File: config.mk
export PLATFORM = sky130hd
export DESIGN_NAME = uart_rx_param
export DESIGN_NICKNAME = d
export VERILOG_FILES = /design/src/rtl/uart_pkg.sv /design/src/rtl/uart_rx_sync.sv /design/src/rtl/uart_rx_param.sv
export SDC_FILE = /design/constraint.sdc
export NUM_CORES = 1
export LEC_CHECK = 0
export BUFFER_PORTS_ARGS = -buffer_cell sky130_fd_sc_hd__buf_4
export CAP_MARGIN = 15
export CORE_ASPECT_RATIO = 1.4
export CORE_MARGIN = 3
export CORE_UTILIZATION = 45
export DETAILED_ROUTE_END_ITERATION = 6
export PLACE_DENSITY_LB_ADDON = 0.25
export SYNTH_ARGS = -nofsm -noshare
export SYNTH_HDL_FRONTEND = slang
export SYNTH_SLANG_ARGS = --single-unit
File: constraint.sdc
create_clock -name i_clk -period 4.4 [get_ports i_clk]
set_clock_uncertainty 0.2 [all_clocks]
set_input_delay 0.44 -clock i_clk [delete_from_list [all_inputs] [get_ports i_clk]]
set_output_delay 0.44 -clock i_clk [all_outputs]
set_load 0.02 [all_outputs]
File: src/rtl/uart_pkg.sv
// Purpose: shared UART receiver constants, FSM state encoding and sizing helper.
// Latency: none (declarations only).
// Backpressure: not applicable.
package uart_pkg;

  // Parity mode selectors for the PARITY_MODE parameter
  localparam int PAR_NONE = 0;
  localparam int PAR_EVEN = 1;
  localparam int PAR_ODD  = 2;

  // Receiver frame state
  typedef enum logic [2:0] {
    ST_IDLE   = 3'd0,
    ST_START  = 3'd1,
    ST_DATA   = 3'd2,
    ST_PARITY = 3'd3,
    ST_STOP   = 3'd4
  } rx_state_t;

  // Width of a counter holding 0 .. nb_ovs-1
  function automatic int ovs_cnt_w(input int nb_ovs);
    return (nb_ovs <= 2) ? 1 : $clog2(nb_ovs);
  endfunction

endpackage

File: src/rtl/uart_rx_sync.sv
// Purpose: 2-flop synchroniser for the asynchronous serial line, resets to idle (1).
// Latency: 2 i_clk cycles from i_rx to o_rx_s.
// Backpressure: none; free-running every cycle.
module uart_rx_sync (
  input  logic i_clk,
  input  logic i_rst,
  input  logic i_rx,
  output logic o_rx_s
);

  logic meta;

  // Two-stage capture; reset value 1 so a reset never looks like a start bit
  always_ff @(posedge i_clk or negedge i_rst) begin
    if (!i_rst) begin
      meta   <= 1'b1;
      o_rx_s <= 1'b1;
    end else begin
      meta   <= i_rx;
      o_rx_s <= meta;
    end
  end

endmodule

File: src/rtl/uart_rx_param.sv
// Purpose: parametrised UART receiver with majority-vote sampling and start glitch rejection.
// Latency: o_rx_done one cycle after the mid-bit tick of the last stop bit (plus 2-cycle line sync).
// Backpressure: none; o_rx_done is a single-cycle pulse the consumer must take when it fires.
module uart_rx_param
  import uart_pkg::*;
#(
  parameter int NB_BITS     = 8,
  parameter int NB_OVS      = 16,
  parameter int PARITY_MODE = 0,
  parameter int NB_STOP     = 1
) (
  input  logic               i_clk,
  input  logic               i_rst,
  input  logic               i_rate,
  input  logic               i_rx,
  output logic [NB_BITS-1:0] o_data,
  output logic               o_rx_done,
  output logic               o_parity_err,
  output logic               o_frame_err,
  output logic               o_busy
);

  localparam int CW = ovs_cnt_w(NB_OVS);

  // Sample points around the bit centre; the vote resolves on the last one
  localparam logic [CW-1:0] T_S0  = CW'(NB_OVS/2 - 1);
  localparam logic [CW-1:0] T_S1  = CW'(NB_OVS/2);
  localparam logic [CW-1:0] T_S2  = CW'(NB_OVS/2 + 1);
  localparam logic [CW-1:0] T_END = CW'(NB_OVS - 1);

  localparam logic [3:0] LAST_DATA = 4'(NB_BITS - 1);
  localparam logic [3:0] LAST_STOP = 4'(NB_STOP - 1);

  rx_state_t          state, state_nxt;
  logic [CW-1:0]      tick_cnt, tick_nxt;
  logic [3:0]         bit_cnt, bit_nxt;
  logic               rx_s;
  logic               smp0, smp1;
  logic               vote;
  logic               at_vote, at_end;
  logic               start_en, shift_en, par_en, stop_en, done_en;
  logic [NB_BITS-1:0] shreg;
  logic               par_bit;
  logic               frame_acc;
  logic               par_sum;
  logic               par_err;

  uart_rx_sync u_sync (
    .i_clk  (i_clk),
    .i_rst  (i_rst),
    .i_rx   (i_rx),
    .o_rx_s (rx_s)
  );

  assign at_vote = i_rate && (tick_cnt == T_S2);
  assign at_end  = i_rate && (tick_cnt == T_END);

  // 2-of-3 vote: two stored samples plus the live one at the third sample tick
  assign vote = (smp0 & smp1) | (smp0 & rx_s) | (smp1 & rx_s);

  // Parity check over the assembled word and the received parity bit
  assign par_sum = (^shreg) ^ par_bit;
  assign par_err = (PARITY_MODE == PAR_EVEN) ? par_sum :
                   (PARITY_MODE == PAR_ODD)  ? ~par_sum : 1'b0;

  assign o_busy = (state != ST_IDLE);

  // FSM state and bit/tick counters
  always_ff @(posedge i_clk or negedge i_rst) begin
    if (!i_rst) begin
      state    <= ST_IDLE;
      tick_cnt <= '0;
      bit_cnt  <= '0;
    end else begin
      state    <= state_nxt;
      tick_cnt <= tick_nxt;
      bit_cnt  <= bit_nxt;
    end
  end

  // Next-state logic and datapath strobes
  always_comb begin
    state_nxt = state;
    tick_nxt  = tick_cnt;
    bit_nxt   = bit_cnt;
    start_en  = 1'b0;
    shift_en  = 1'b0;
    par_en    = 1'b0;
    stop_en   = 1'b0;
    done_en   = 1'b0;
    case (state)
      ST_IDLE: begin
        tick_nxt = '0;
        bit_nxt  = '0;
        // Start edge is looked for every clock, not only on ticks
        if (!rx_s) begin
          state_nxt = ST_START;
          start_en  = 1'b1;
        end
      end
      ST_START: begin
        if (i_rate) tick_nxt = tick_cnt + 1'b1;
        if (at_vote && vote) begin
          // Line went back high before mid-bit: treat as a glitch
          state_nxt = ST_IDLE;
          tick_nxt  = '0;
        end else if (at_end) begin
          state_nxt = ST_DATA;
          tick_nxt  = '0;
          bit_nxt   = '0;
        end
      end
      ST_DATA: begin
        if (i_rate) tick_nxt = tick_cnt + 1'b1;
        if (at_vote) shift_en = 1'b1;
        if (at_end) begin
          tick_nxt = '0;
          if (bit_cnt == LAST_DATA) begin
            bit_nxt   = '0;
            state_nxt = (PARITY_MODE != PAR_NONE) ? ST_PARITY : ST_STOP;
          end else begin
            bit_nxt = bit_cnt + 1'b1;
          end
        end
      end
      ST_PARITY: begin
        if (i_rate) tick_nxt = tick_cnt + 1'b1;
        if (at_vote) par_en = 1'b1;
        if (at_end) begin
          tick_nxt  = '0;
          bit_nxt   = '0;
          state_nxt = ST_STOP;
        end
      end
      ST_STOP: begin
        if (i_rate) tick_nxt = tick_cnt + 1'b1;
        if (at_vote) begin
          if (bit_cnt == LAST_STOP) begin
            // Finish mid-way through the last stop bit to leave resync margin
            done_en   = 1'b1;
            state_nxt = ST_IDLE;
            tick_nxt  = '0;
            bit_nxt   = '0;
          end else begin
            stop_en = 1'b1;
          end
        end else if (at_end) begin
          tick_nxt = '0;
          bit_nxt  = bit_cnt + 1'b1;
        end
      end
      default: begin
        state_nxt = ST_IDLE;
        tick_nxt  = '0;
        bit_nxt   = '0;
      end
    endcase
  end

  // Capture the first two of the three centre samples of each bit
  always_ff @(posedge i_clk or negedge i_rst) begin
    if (!i_rst) begin
      smp0 <= 1'b0;
      smp1 <= 1'b0;
    end else if (i_rate && (state != ST_IDLE)) begin
      if (tick_cnt == T_S0) smp0 <= rx_s;
      if (tick_cnt == T_S1) smp1 <= rx_s;
    end
  end

  // Frame accumulation: LSB-first shift, parity bit, early stop-bit errors
  always_ff @(posedge i_clk or negedge i_rst) begin
    if (!i_rst) begin
      shreg     <= '0;
      par_bit   <= 1'b0;
      frame_acc <= 1'b0;
    end else begin
      if (start_en) begin
        par_bit   <= 1'b0;
        frame_acc <= 1'b0;
      end
      if (shift_en) shreg <= {vote, shreg[NB_BITS-1:1]};
      if (par_en) par_bit <= vote;
      if (stop_en && !vote) frame_acc <= 1'b1;
    end
  end

  // Registered outputs; word and flags hold until the next completed frame
  always_ff @(posedge i_clk or negedge i_rst) begin
    if (!i_rst) begin
      o_data       <= '0;
      o_rx_done    <= 1'b0;
      o_parity_err <= 1'b0;
      o_frame_err  <= 1'b0;
    end else begin
      o_rx_done <= done_en;
      if (done_en) begin
        o_data       <= shreg;
        o_parity_err <= par_err;
        o_frame_err  <= frame_acc | ~vote;
      end
    end
  end

endmodule

---- Word-level counts from Yosys, hierarchy flattened ----
Index checks and enable logic that the tools add are counted.
Widths: inputs -> output; s select.
word-level totals
  bits in registers ....................... 34
  bits in latches ......................... 0
  RAM bits ................................ 0
  ROM bits ................................ 0
  bits of input ports ..................... 4
  output and inout bits ................... 12
  logic and storage cells ................. 90
  memories kept ........................... 0
operators by class
  $add $sub $neg .......................... 2
  multipliers ............................. 0
  div/mod/pow operators ................... 0
  magnitude comparators ................... 0
  equality and inequality tests ........... 19
  shifts and indexed selects .............. 0
  mux-type cells .......................... 35
  bitwise operators ....................... 7
  reduce and logical (&&, ||, !) cells .... 15
operators by type and width
  kind                 number
  $mux 4               12
  $mux 3               8
  $pmux 4 s4           1
  $pmux 3 s5           1
  $ne 2x2->1 const B   7
  $eq 4x4->1 const B   3
  $mux 1               12
  $pmux 4 s3           1
  $ne 3x3->1 const B   3
  $add 4x1->4 const B  2
  $eq 4x3->1 const B   2
  $reduce_and 7->1     1
  $eq 3x2->1 const B   2
  $logic_and 1x1->1    5
  $logic_not 4->1      1
  $reduce_and 2->1     2
  $reduce_and 4->1     1
  $and 1x1->1          3
  $eq 3x1->1 const B   1
  $eq 3x3->1 const B   1
  $logic_not 3->1      1
  $or 1x1->1           3
  $reduce_bool 3->1    1
  $reduce_bool 2->1    1
  other kinds (3)      3

---- Depth between registers and ports, before layout ----
Gate-level depths: netlist (run 1).
  word-level depth ........................ 6
  mapped depth ............................ 7
  mapped depth without buffers ............ 6

---- By module ----
Synthesis (run 1) repeated with hierarchy kept, for this count alone.
second synthesis, totals
  cells, all modules ...................... 135
  area, all modules ....................... 1631.6 µm²
by module, submodules not included
  module         times used  cells each  area an instance (µm²)  sequential area each (µm²)
  uart_rx_param  1           133         1579.0                  800.8
  uart_rx_sync   1           2           52.6                    52.6

---- Worst setup path before layout (run 1) ----
OpenSTA, ideal clock, no wires.
  path type ............................... reg-to-reg
  start ................................... reg tick_cnt[0]
  end ..................................... reg bit_cnt[0]
  setup time .............................. 127 ps
  arrival ................................. 1728 ps
  required time ........................... 4073 ps
  slack ................................... 2344 ps
  cell stages (with the launch flop) ...... 7
  path buffers ............................ 1
  period minus slack after synthesis ...... 2056 ps
  path through ............................ dfrtp_1 -> ha_1 -> and4b_1 -> buf_6 -> a211oi_2 -> and2_2 -> mux2_1
between the ends
  cells in the longest elaborated chain, start to end .. 5
  elaborated cells on any way between the ends .. 14
  those cells by class .................... eq/ne: 6; mux: 4; reduce/logical: 4
ends and longest elaborated chain
  item                                                   RTL line                                  text
  start: declaration                                     uart_rx_param.sv:35                       logic [CW-1:0] tick_cnt, tick_nxt;
  start signal: assignment                               uart_rx_param.sv:76                       tick_cnt <= tick_nxt;
  $eq 4x4->1 (on tied branches)                          uart_rx_param.sv:56, uart_rx_param.sv:55
  $logic_and 1x1->1 (on tied branches)                   uart_rx_param.sv:56, uart_rx_param.sv:55
  $mux 4 / $logic_and 1x1->1 (equally long branches)     n/a
  $mux 4 / $ne 2x2->1 (equally long branches)            n/a
  $pmux 4 s4 / $reduce_and 4->1 (equally long branches)  n/a
  end signal: assignment                                 uart_rx_param.sv:77                       bit_cnt <= bit_nxt;
  end: declaration                                       uart_rx_param.sv:36                       logic [3:0] bit_cnt, bit_nxt;
Several ways; a longest one is shown, not always the timed one. The select of a mux whose other input is x is not followed.
A chain may end at the register's enable or synchronous reset.

---- Worst setup path in the final report (run 1) ----
Same ends and word-level chain as after synthesis.

==> results of run 1 <==
==> cells in the final DEF, fill, tap and decap left out, types with 3 or more instances in the layout <==
master	Yosys	final
a21oi_1	4	4
buf_4	2	14
clkbuf_8	0	6
dfrtp_1	32	32
ha_1	5	5
inv_1	7	7
mux2_2	19	19
nand2_1	4	4
nand2b_1	3	3
nor2_1	11	11
nor3_1	4	4
==> Yosys cell counts (2+ instances only) <==
cell | count | area share
nand4_1 | 2 | 0.0075
nand4b_1 | 2 | 0.011
dfrtp_1 | 32 | 0.48
ha_1 | 5 | 0.038
mux2_2 | 19 | 0.13
nor3_1 | 4 | 0.012
dfstp_2 | 2 | 0.032
nor2_1 | 11 | 0.025
nand3_1 | 2 | 0.0060
buf_2 | 2 | 0.0060
xor2_1 | 2 | 0.011
inv_1 | 7 | 0.016
nor3b_1 | 2 | 0.0090
nand3b_1 | 2 | 0.0090
o21ai_0 | 2 | 0.0060
a21oi_1 | 4 | 0.012
buf_4 | 2 | 0.0090
buf_6 | 2 | 0.014
a211oi_1 | 2 | 0.0090
nand2b_1 | 3 | 0.011
nand2_1 | 4 | 0.0090
==> kinds of logic (layout without fill, tap and decap cells) <==
family	count (synthesis)	in the layout
AND/OR/NAND/NOR	41	41
flip-flops	34	34
multiplexers	21	21
AO/OA/AOI/OAI	20	20
buffers and inverters	13	30
adder cells (fa/ha/maj)	6	6
XOR/XNOR	3	3
other	1	1
==> power groups by stage <==
stage          Clock (mW)  Combinational (mW)  Sequential, mW
6_report            0.351               0.183           0.410
5_1_grt             0.371               0.206           0.419
4_1_cts             0.359               0.183           0.409
3_5_place_dp            0               0.181           0.413
3_3_place_gp            0               0.172           0.410
2_1_floorplan           0               0.164           0.386
==> area by class of cell <==
cell class	instances	area, sq um	share of cell area
flip-flops and latches	34	853	0.444
multi-input cells	92	736	0.383
repair buffers	15	115	0.0599
clock buffers	6	82.6	0.0429
clock inverters	2	60.1	0.0312
well taps	40	50.0	0.0260
inverters	7	26.3	0.0137
==> path summary, 6_finish.rpt <==
path | start | endpoint
max reg2reg | tick_cnt[0] | bit_cnt[0]
max | tick_cnt[0] | bit_cnt[0]
min | i_rx | u_sync.meta
max in group asynchronous | i_rst | u_sync.meta
min in group asynchronous | i_rst | o_data[5]
min reg2reg | u_sync.meta | u_sync.o_rx_s
==> registers in the layout, summed over array words and instances (netlist names) <==
name and cells:
smp0 1, smp1 1, state 3, o_frame_err 1, o_data 8, frame_acc 1, u_sync.meta 1, shreg 8
tick_cnt 4, bit_cnt 4, u_sync.o_rx_s 1, o_rx_done 1
==> critical path, delay by kind of cell, from the launching register on <==
family | cells | cell delay (ns)
compound gates | 1 | 0.35
fa+ha+maj | 1 | 0.26
flops | 1 | 0.44
mux | 1 | 0.33
simple gates | 2 | 0.55
==> stage by stage <==
step / total power, mW / instances / util / cell area [sq um]
6_report: 0.944 / 196 / 0.554 / 1920
5_1_grt: 0.996 / 196 / 0.554 / 1920
4_1_cts: 0.951 / 196 / 0.554 / 1920
3_5_place_dp: 0.594 / 187 / 0.510 / 1770
3_3_place_gp: 0.582 / 187 / 0.510 / 1770
2_1_floorplan: 0.550 / 139 / - / 1660
==> per-layer routing <==
layer,vias up,track usage,part of all wire
met5,-,0,0
met4,0,0.0696,0.024
met3,10,0.0300,0.030
met2,30,0.262,0.53
met1,556,0.174,0.41
li1,522,-,-
==> what timing repair did <==
action,in CTS,in global routing
buffers inserted,0,0
endpoints found under the setup margin,0,0
hold endpoints to repair,32,0
hold buffers,1,0
==> out/summary.txt, run 1 <==
Startpoint Class: flop
WP data arrival: 2.21 ns
Slew headroom: 0.634
# DRC: 0
Worst VDD drop: 0.321 mV
Portion of netlist area occupied by mux cells: 0.141
Combinational family with the most area after synthesis: simple AND/OR/NAND/NOR gates
Fin crit period: 2.25 ns
Pwr Density: 491 mW/mm^2
Post-synthesis cell count: 139
Initial Util: 0.479
Post-synth ARST share: 1.00
Maximum number of pins on one net before global-route repair: 35
Detail Route Antenna Nets: 0
FMAX: 444 MHz
Final setup violation count: 0
Slew @ Worst Pin: 0.547 ns
Dpl ws: 2.16 ns
Initial antenna violation count: 0
Required @ worst endpoint: 4.36 ns
EDFF count, synth: 0
Area grow syn2layout: 15.7%
Die height: 77.9 microns
Clock share of power: 0.372
Setup WS post-layout: 2.15 ns
Switching share of power: 0.286
IO Count: 16
TritonCTS Buffers: 5
Seq cells post-synth: 34
Resize count post-CTS: 0
CTS root buf: clkbuf_8
Reg power frac: 0.434
Post-synth top flop: dfrtp_1
Adder-cell share of the synthesized area: 0.0436
Post-synth net total: 148
CP Cell Sequence: ha_1 > and4b_1 > a211oi_2 > and2_2 > mux2_1
Drt initial violations: 13
Final setup TNS: 0 ns
Slowest cell on crit path: dfrtp_1
Syn. warnings: 0
Status: finished clean
RSZ-0062 raised after global routing: false
WL per Instance: 15.3 microns
Register area share after synthesis: 0.513
Hold slack: 0.0635 ns
Synth unique cells: 47
Clock Path Buffers: 2
CP Class: flop to flop
Final antenna diode count: 0
Compound-Gate Fraction of Synth Area: 0.0948
Xor/xnor cell area share of the yosys netlist: 0.0158
Total GRT Usage: 0.151
Clock Pin Slew Worst Setup and Hold Paths: 0.06 ns
Vias per std cell: 5.70
Psw: 270 uW
Core Region: 0.00347 sq mm
Nets: 164
Die area: 0.00447 sq mm
Count of final hold-check violations: 0
Comb power frac: 0.194
Clock sinks: 34
First-pass GRT wire length: 5230 microns
Die Width: 57.4 microns
Final Max Tran Viols: 0
R2R depth: 5
CTS tree: done
Max-Cap Viols: 0
Worst hold path depth: 1
Final period util: 0.511
Critical Path Fanout Max: 7
Leak: 0.926 nW
FP Rows: 25
DR vias: 1,118
Filler cells: 300
Crit-path max cell delay: 0.44 ns
Number of global-route vias before repair: 1,157
Port bufs: 14
Crit end category: flop
Layout cells sized above 1: 0.314
Synthesized area per cell: 12.0 sq um
Worst min path class: input port to flop
Final wirelength: 2990 microns
Gp weighted congestion: 0.871
Pint: 674 uW
R2R setup slack: 2.15 ns
Cell area after synthesis: 0.00166 sq mm
Grt total ovfl: 0
Worst-Skew Late Latency: 0.29 ns
H-tree Lvls: 2
Simple-Gate Fraction of Synth Area: 0.144
Post-DP HPWL: 2110 microns
TritonRoute pass-1 iters: 4
Power figures use the tool's default switching activity.
==> run 2: changes to the inputs <==
- clock period: 4.4 -> 2.05 ns (I/O delays scaled with it)
==> run 2 against run 1 <==
Critical path type unchanged. Register-to-register slack worse by 2.1 ns. Combinational power grew to 2.8 times the previous value. Power is 97% higher. Clock-buffer cell count stayed put. Largest power group unchanged. Die area stayed put.
==> out/summary.txt, run 2 (same netlist as run 1, synthesis figures left out) <==
Status: finished clean (unchanged)
Die height: 77.9 microns (unchanged)
Psw: 604 uW (was 270 uW)
Crit end category: flop (unchanged)
Pwr Density: 908 mW/mm^2 (was 491 mW/mm^2)
Commonest non-fill, non-tap cell in the layout: dfrtp_1 (unchanged)
Leak: 0.982 nW (was 0.926 nW)
Initial antenna violation count: 0 (unchanged)
WP data arrival: 1.95 ns (was 2.21 ns)
WL per Instance: 15.0 microns (was 15.3 microns)
Number of global-route vias before repair: 1,190 (was 1,157)
Final Max Tran Viols: 0 (unchanged)
Required @ worst endpoint: 2.01 ns (was 4.36 ns)
Gp weighted congestion: 0.824 (was 0.871)
Comb power frac: 0.281 (was 0.194)
Area grow syn2layout: 22.9% (was 15.7%)
Final antenna diode count: 0 (unchanged)
Met2 Usage GRT: 0.253 (was 0.262)
FP Rows: 25 (unchanged)
CTS root buf: clkbuf_8 (unchanged)
Total GRT Usage: 0.157 (was 0.151)
First-pass GRT wire length: 5410 microns (was 5230 microns)
Hold slack: 0.0553 ns (was 0.0635 ns)
Die Width: 57.4 microns (unchanged)
Non-Filler Instances: 210 (was 196)
Commonest non-fill, non-tap cells in the layout: 31 x dfrtp_1, 26 x buf_4, 19 x mux2_2 (was 32 x dfrtp_1, 19 x mux2_2, 14 x buf_4)
FMAX: 503 MHz (was 444 MHz)
Final setup TNS: 0 ns (unchanged)
Met1 usage: 0.186 (was 0.174)
Final setup violation count: 0 (unchanged)
TritonRoute pass-1 iters: 4 (unchanged)
TritonCTS Buffers: 5 (unchanged)
Die area: 0.00447 sq mm (unchanged)
Worst VDD drop: 0.859 mV (was 0.321 mV)
Drt initial violations: 24 (was 13)
H-tree Lvls: 2 (unchanged)
Clock share of power: 0.260 (was 0.372)
Filler cells: 264 (was 300)
CTS tree: done (unchanged)
Clock Pin Slew Worst Setup and Hold Paths: 0.07 ns (was 0.06 ns)
Worst-Skew Late Latency: 0.28 ns (was 0.29 ns)
Reg power frac: 0.459 (was 0.434)
Detail Route Antenna Nets: 0 (unchanged)
# DRC: 0 (unchanged)
IO Count: 16 (unchanged)
Fin crit period: 1.99 ns (was 2.25 ns)
Max-Cap Viols: 0 (unchanged)
Dpl ws: -0.0801 ns (was 2.16 ns)
Grt total ovfl: 0 (unchanged)
Initial Util: 0.479 (unchanged)
CP Class: flop to flop (unchanged)
Global routing's busiest layer: met2 (unchanged)
Clock sinks: 34 (unchanged)
Port bufs: 14 (unchanged)
Nets: 178 (was 164)
Post-DP HPWL: 2300 microns (was 2110 microns)
Met3 usage: 0.0466 (was 0.0300)
DR vias: 1,159 (was 1,118)
Critical Path Fanout Max: 4 (was 7)
Clock Path Buffers: 2 (unchanged)
Switching share of power: 0.325 (was 0.286)
Top flop regs: o_data (8), shreg (8) (unchanged)
DP Cell Count: 198 (was 187)
Vias per std cell: 5.52 (was 5.70)
Pint: 1.25 mW (was 674 uW)
Worst min path class: input port to flop (unchanged)
Setup WS post-layout: 0.0623 ns (was 2.15 ns)
Final wirelength: 3140 microns (was 2990 microns)
Startpoint Class: flop (unchanged)
Layout cells sized above 1: 0.376 (was 0.314)
Count of final hold-check violations: 0 (unchanged)
Core Region: 0.00347 sq mm (unchanged)
Maximum number of pins on one net before global-route repair: 35 (unchanged)
Final period util: 0.970 (was 0.511)
run 2: path summary, 6_finish.rpt:
path                        startpoint             to  slack [ns]  cells after the start
min                             i_rate    tick_cnt[0]        0.06                      3
max reg2reg                tick_cnt[0]     bit_cnt[0]        0.06                      5
max in group asynchronous        i_rst  u_sync.o_rx_s        1.13                      2
min reg2reg                u_sync.meta  u_sync.o_rx_s        0.16                      0
max                        tick_cnt[0]     bit_cnt[0]        0.06                      5
min in group asynchronous        i_rst    tick_cnt[2]        0.20                      2
run 2: through the flow:
step / util / power [mW] / instance area, sq um
after CTS: 0.574 / 1.84 / 1990
after detailed placement: 0.539 / 1.34 / 1870
after global routing: 0.589 / 1.98 / 2040
final: 0.589 / 1.86 / 2040
after floorplan: - / 1.19 / 1670
after global placement: 0.539 / 1.33 / 1870
run 2: final cells by class:
class / instances / area [sq um] / area share
Multi-Input combinational cell: 92 / 792 / 0.387
Tap cell: 40 / 50.0 / 0.0245
Sequential cell: 34 / 855 / 0.418
Timing Repair Buffer: 29 / 235 / 0.115
Clock buffer: 6 / 72.6 / 0.0355
Inverter: 7 / 26.3 / 0.0129
Clock inverter: 2 / 13.8 / 0.00673
run 2: power by group through the flow:
stage	Sequential, mW	Clock, mW	Combinational [mW]
after CTS	0.852	0.499	0.491
final	0.853	0.483	0.521
after floorplan	0.829	0	0.357
after detailed placement	0.864	0	0.478
after global routing	0.873	0.526	0.579
after global placement	0.861	0	0.465
run 2: worst max-delay path, cell delays in order, from the launching register on:
cell      delay [ns]
dfrtp_1         0.39
ha_1            0.21
and4b_2         0.27
a211oi_4        0.29
and2_4          0.21
mux2_1          0.31
run 2: layer usage:
metal / up-vias / routed length [microns]
met3: 10 / 130
li1: 549 / -
met5: - / 0
met2: 25 / 1650
met1: 575 / 1260
met4: 0 / 98
run 2: timing repair:
item                                   4_1_cts  5_1_grt
resized for setup                            2        6
setup endpoints to repair                   11        2
hold buffers                                 2        0
gates cloned                                 0        0
setup buffers                                0        2
endpoints found under the hold margin       35        0
pin swaps                                    0        6
==> run 3: changes to the inputs <==
- ABC_AREA: not set -> 1
==> run 3 against run 2 <==
Routed wire length fell by 6.2%. Combinational power increased by 12%. Synthesized cell count is 44% higher. Cell count increased by 24%. Fmax grew 11%. Die area grew 2.5%. Sequential cell count unchanged. Critical path type unchanged. Largest cell class unchanged. Highest routed layer unchanged.
==> out/summary.txt, run 3 <==
Status: finished clean (unchanged)
Core Region: 0.00350 sq mm (was 0.00347 sq mm)
Synth area leaders: dfrtp_1 47%, nand2_1 13%, inv_1 5.3%, o21ai_0 3.8%, ha_1 3.7% (was dfrtp_1 48%, mux2_2 13%, ha_1 3.8%, dfstp_2 3.2%, nor2_1 2.5%)
Vias per std cell: 4.85 (was 5.52)
# DRC: 0 (unchanged)
Leak: 0.992 nW (was 0.982 nW)
Top-area cell type share of the netlist area: 0.469 (was 0.482)
Commonest non-fill, non-tap cell in the layout: nand2_1 (was dfrtp_1)
Final Cell Area: 0.00198 sq mm (was 0.00204 sq mm)
FP Rows: 25 (unchanged)
DP Cell Count: 251 (was 198)
Reg-to-Reg Start: tick_cnt[1] (was tick_cnt[0])
Initial Util: 0.487 (was 0.479)
Worst VDD drop: 0.807 mV (was 0.859 mV)
H-tree Lvls: 2 (unchanged)
Pwr Density: 1020 mW/mm^2 (was 908 mW/mm^2)
Critical Path End: tick_cnt[3] (was bit_cnt[0])
Required @ worst endpoint: 2.02 ns (was 2.01 ns)
WL per Instance: 11.3 microns (was 15.0 microns)
R2R depth: 9 (was 5)
IO Count: 16 (unchanged)
Most common cell in the netlist: nand2_1 (was dfrtp_1)
Top flop regs: o_data (8), shreg (8) (unchanged)
Max-Cap Viols: 0 (unchanged)
Detail Route Antenna Nets: 0 (unchanged)
WP data arrival: 1.76 ns (was 1.95 ns)
Worst-Skew Late Latency: 0.28 ns (about the same)
Synthesized area per cell: 8.54 sq um (was 12.0 sq um)
Number of global-route vias before repair: 1,223 (was 1,190)
Critical Path Start: tick_cnt[1] (was tick_cnt[0])
Simple-Gate Fraction of Synth Area: 0.276 (was 0.144)
First-pass GRT wire length: 5320 microns (was 5410 microns)
R2R setup slack: 0.25 ns (was 0.06 ns)
Hold Buf Count CTS: 2 (unchanged)
Maximum number of pins on one net before global-route repair: 35 (unchanged)
Synth unique cells: 30 (was 47)
Cell area after synthesis: 0.00171 sq mm (was 0.00166 sq mm)
Post-synth net total: 209 (was 148)
Compound-Gate Fraction of Synth Area: 0.103 (was 0.0948)
Placed cell areas: 0.00184 sq mm (was 0.00187 sq mm)
Final antenna diode count: 0 (unchanged)
Crit end category: flop (unchanged)
Seq cells post-synth: 34 (unchanged)
Post-synth ARST share: 1.00 (unchanged)
Portion of netlist area occupied by mux cells: 0 (was 0.141)
Combinational family with the most area after synthesis: simple AND/OR/NAND/NOR gates (unchanged)
Gp weighted congestion: 0.801 (was 0.824)
Crit-path max cell delay: 0.41 ns (was 0.39 ns)
Worst min path class: input port to flop (unchanged)
Startpoint Class: flop (unchanged)
RSZ-0062 raised after global routing: false
Area grow syn2layout: 15.7% (was 22.9%)
Count of final hold-check violations: 0 (unchanged)
EDFF count, synth: 0 (unchanged)
Final setup violation count: 0 (unchanged)
Commonest non-fill, non-tap cells in the layout: 58 x nand2_1, 32 x dfrtp_1, 24 x inv_1 (was 31 x dfrtp_1, 26 x buf_4, 19 x mux2_2)
Grt total ovfl: 0 (unchanged)
Design Power: 2.02 mW (was 1.86 mW)
Post-synth top flop: dfrtp_1 (unchanged)
Final Max Tran Viols: 0 (unchanged)
Port bufs: 14 (unchanged)
Die Width: 58.1 microns (was 57.4 microns)
CP Class: flop to flop (unchanged)
Final period util: 0.876 (was 0.970)
Xor/xnor cell area share of the yosys netlist: 0.0103 (was 0.0158)
FF-to-FF End: tick_cnt[3] (was bit_cnt[0])
Post-DP HPWL: 2130 microns (was 2300 microns)
Clock Path Buffers: 2 (unchanged)
Total GRT Usage: 0.152 (was 0.157)
Drt initial violations: 72 (was 24)
Register area share after synthesis: 0.500 (was 0.513)
Die area: 0.00458 sq mm (was 0.00447 sq mm)
Slowest cell on crit path: dfrtp_1 (unchanged)
Post-synthesis cell count: 200 (was 139)
Syn. warnings: 0 (unchanged)
TritonRoute pass-1 iters: 6 (was 4)
Nets: 229 (was 178)
Critical Path Fanout Max: 7 (was 4)
Post-layout util: 0.564 (was 0.589)
CP Cell Sequence: inv_1 > ha_1 > nand2_2 > nor2_4 > nor2_1 > nand2_1 > nand2_1 > a21oi_2 > nor2_1 (was ha_1 > and4b_2 > a211oi_4 > and2_4 > mux2_1)
CTS root buf: clkbuf_8 (unchanged)
Die height: 78.9 microns (was 77.9 microns)
DR vias: 1,265 (was 1,159)
Layout cells sized above 1: 0.204 (was 0.376)
Final wirelength: 2950 microns (was 3140 microns)
Final setup TNS: 0 ns (unchanged)
Clock sinks: 34 (unchanged)
Adder-cell share of the synthesized area: 0.0366 (was 0.0436)
Clock Pin Slew Worst Setup and Hold Paths: 0.07 ns (about the same)
Fin crit period: 1.80 ns (was 1.99 ns)
FMAX: 557 MHz (was 503 MHz)
Initial antenna violation count: 0 (unchanged)
CTS tree: done (unchanged)
Post-CTS Setup Bufs: 0 (unchanged)
Yosys top cell by area: dfrtp_1 (unchanged)
Resize count post-CTS: 0 (was 2)
Post-synth top cells: 58 x nand2_1, 32 x dfrtp_1, 24 x inv_1 (was 32 x dfrtp_1, 19 x mux2_2, 11 x nor2_1)
TritonCTS Buffers: 5 (unchanged)
Non-Filler Instances: 261 (was 210)
==> run 3: changes by cell type after synthesis, sizes merged, moves of 3 or more <==
cell / change
nand2: +58
o21ai: +23
mux2: -20
inv: +19
nand3: +10
nor2: +6
nor3: -4
a211oi: -3
buf: -3
nand2b: -3
nand4: +3
==> run 3: worst min path at each step <==
stage / start / end / slack [ns] / cells after the start
after floorplan: i_rst / bit_cnt[0] / -0.29 / 0
after global routing: i_rate / tick_cnt[0] / 0.1 / 4
final: i_rate / tick_cnt[0] / 0.07 / 4
after global placement: i_rst / o_data[4] / -0.03 / 1
after CTS: i_rate / tick_cnt[0] / 0.07 / 4
after detailed placement: i_rst / o_data[4] / -0.02 / 1
==> run 3: area by class of cell <==
cell class	count	area, sq um
timing repair buffer	16	125
inverter	26	100
clock buffer	7	86.3
tap	40	50.0
clock inverter	1	30.0
multi-input combinational	137	731
sequential	34	853
fill	319	1530
==> run 3: kinds of logic after synthesis <==
family	after synthesis
other	1
and+or+nand+nor	100
adders and majority gates	5
xor gates and xnor gates	2
AOI/OAI and AO/OA	29
buffers and inverters	29
DFF	34
==> run 3: power by group <==
| group | switching (mW) | leakage, nW | total (mW) | internal [mW] |
|---|---|---|---|---|
| Clock | 0.228 | 0.0585 | 0.624 | 0.396 |
| Sequential | 0.0680 | 0.462 | 0.808 | 0.740 |
| Combinational | 0.394 | 0.472 | 0.586 | 0.192 |
| Total | 0.690 | 0.992 | 2.02 | 1.33 |
==> run 3: metal layers <==
metal | track usage | wire length, microns
met3 | 0.0553 | 133
met5 | 0 | 0
met1 | 0.169 | 1270
met4 | 0.0696 | 36
met2 | 0.253 | 1510
==> run 3: stage by stage <==
| step | hold slack [ns] | setup slack [ns] |
|---|---|---|
| after floorplan | -0.291 | 0.394 |
| after global placement | -0.0252 | 0.250 |
| after detailed placement | -0.0189 | 0.250 |
| after CTS | 0.0678 | 0.234 |
| after global routing | 0.0951 | 0.100 |
| final | 0.0671 | 0.254 |
==> run 3: worst max-delay path: cells and delay by family, from the launching register on <==
family                     cells  cell delay, ns
and+or+nand+nor                6            0.63
DFF                            1            0.41
AOI/OAI and AO/OA              1            0.18
adders and majority gates      1            0.16
buffers and inverters          1            0.10
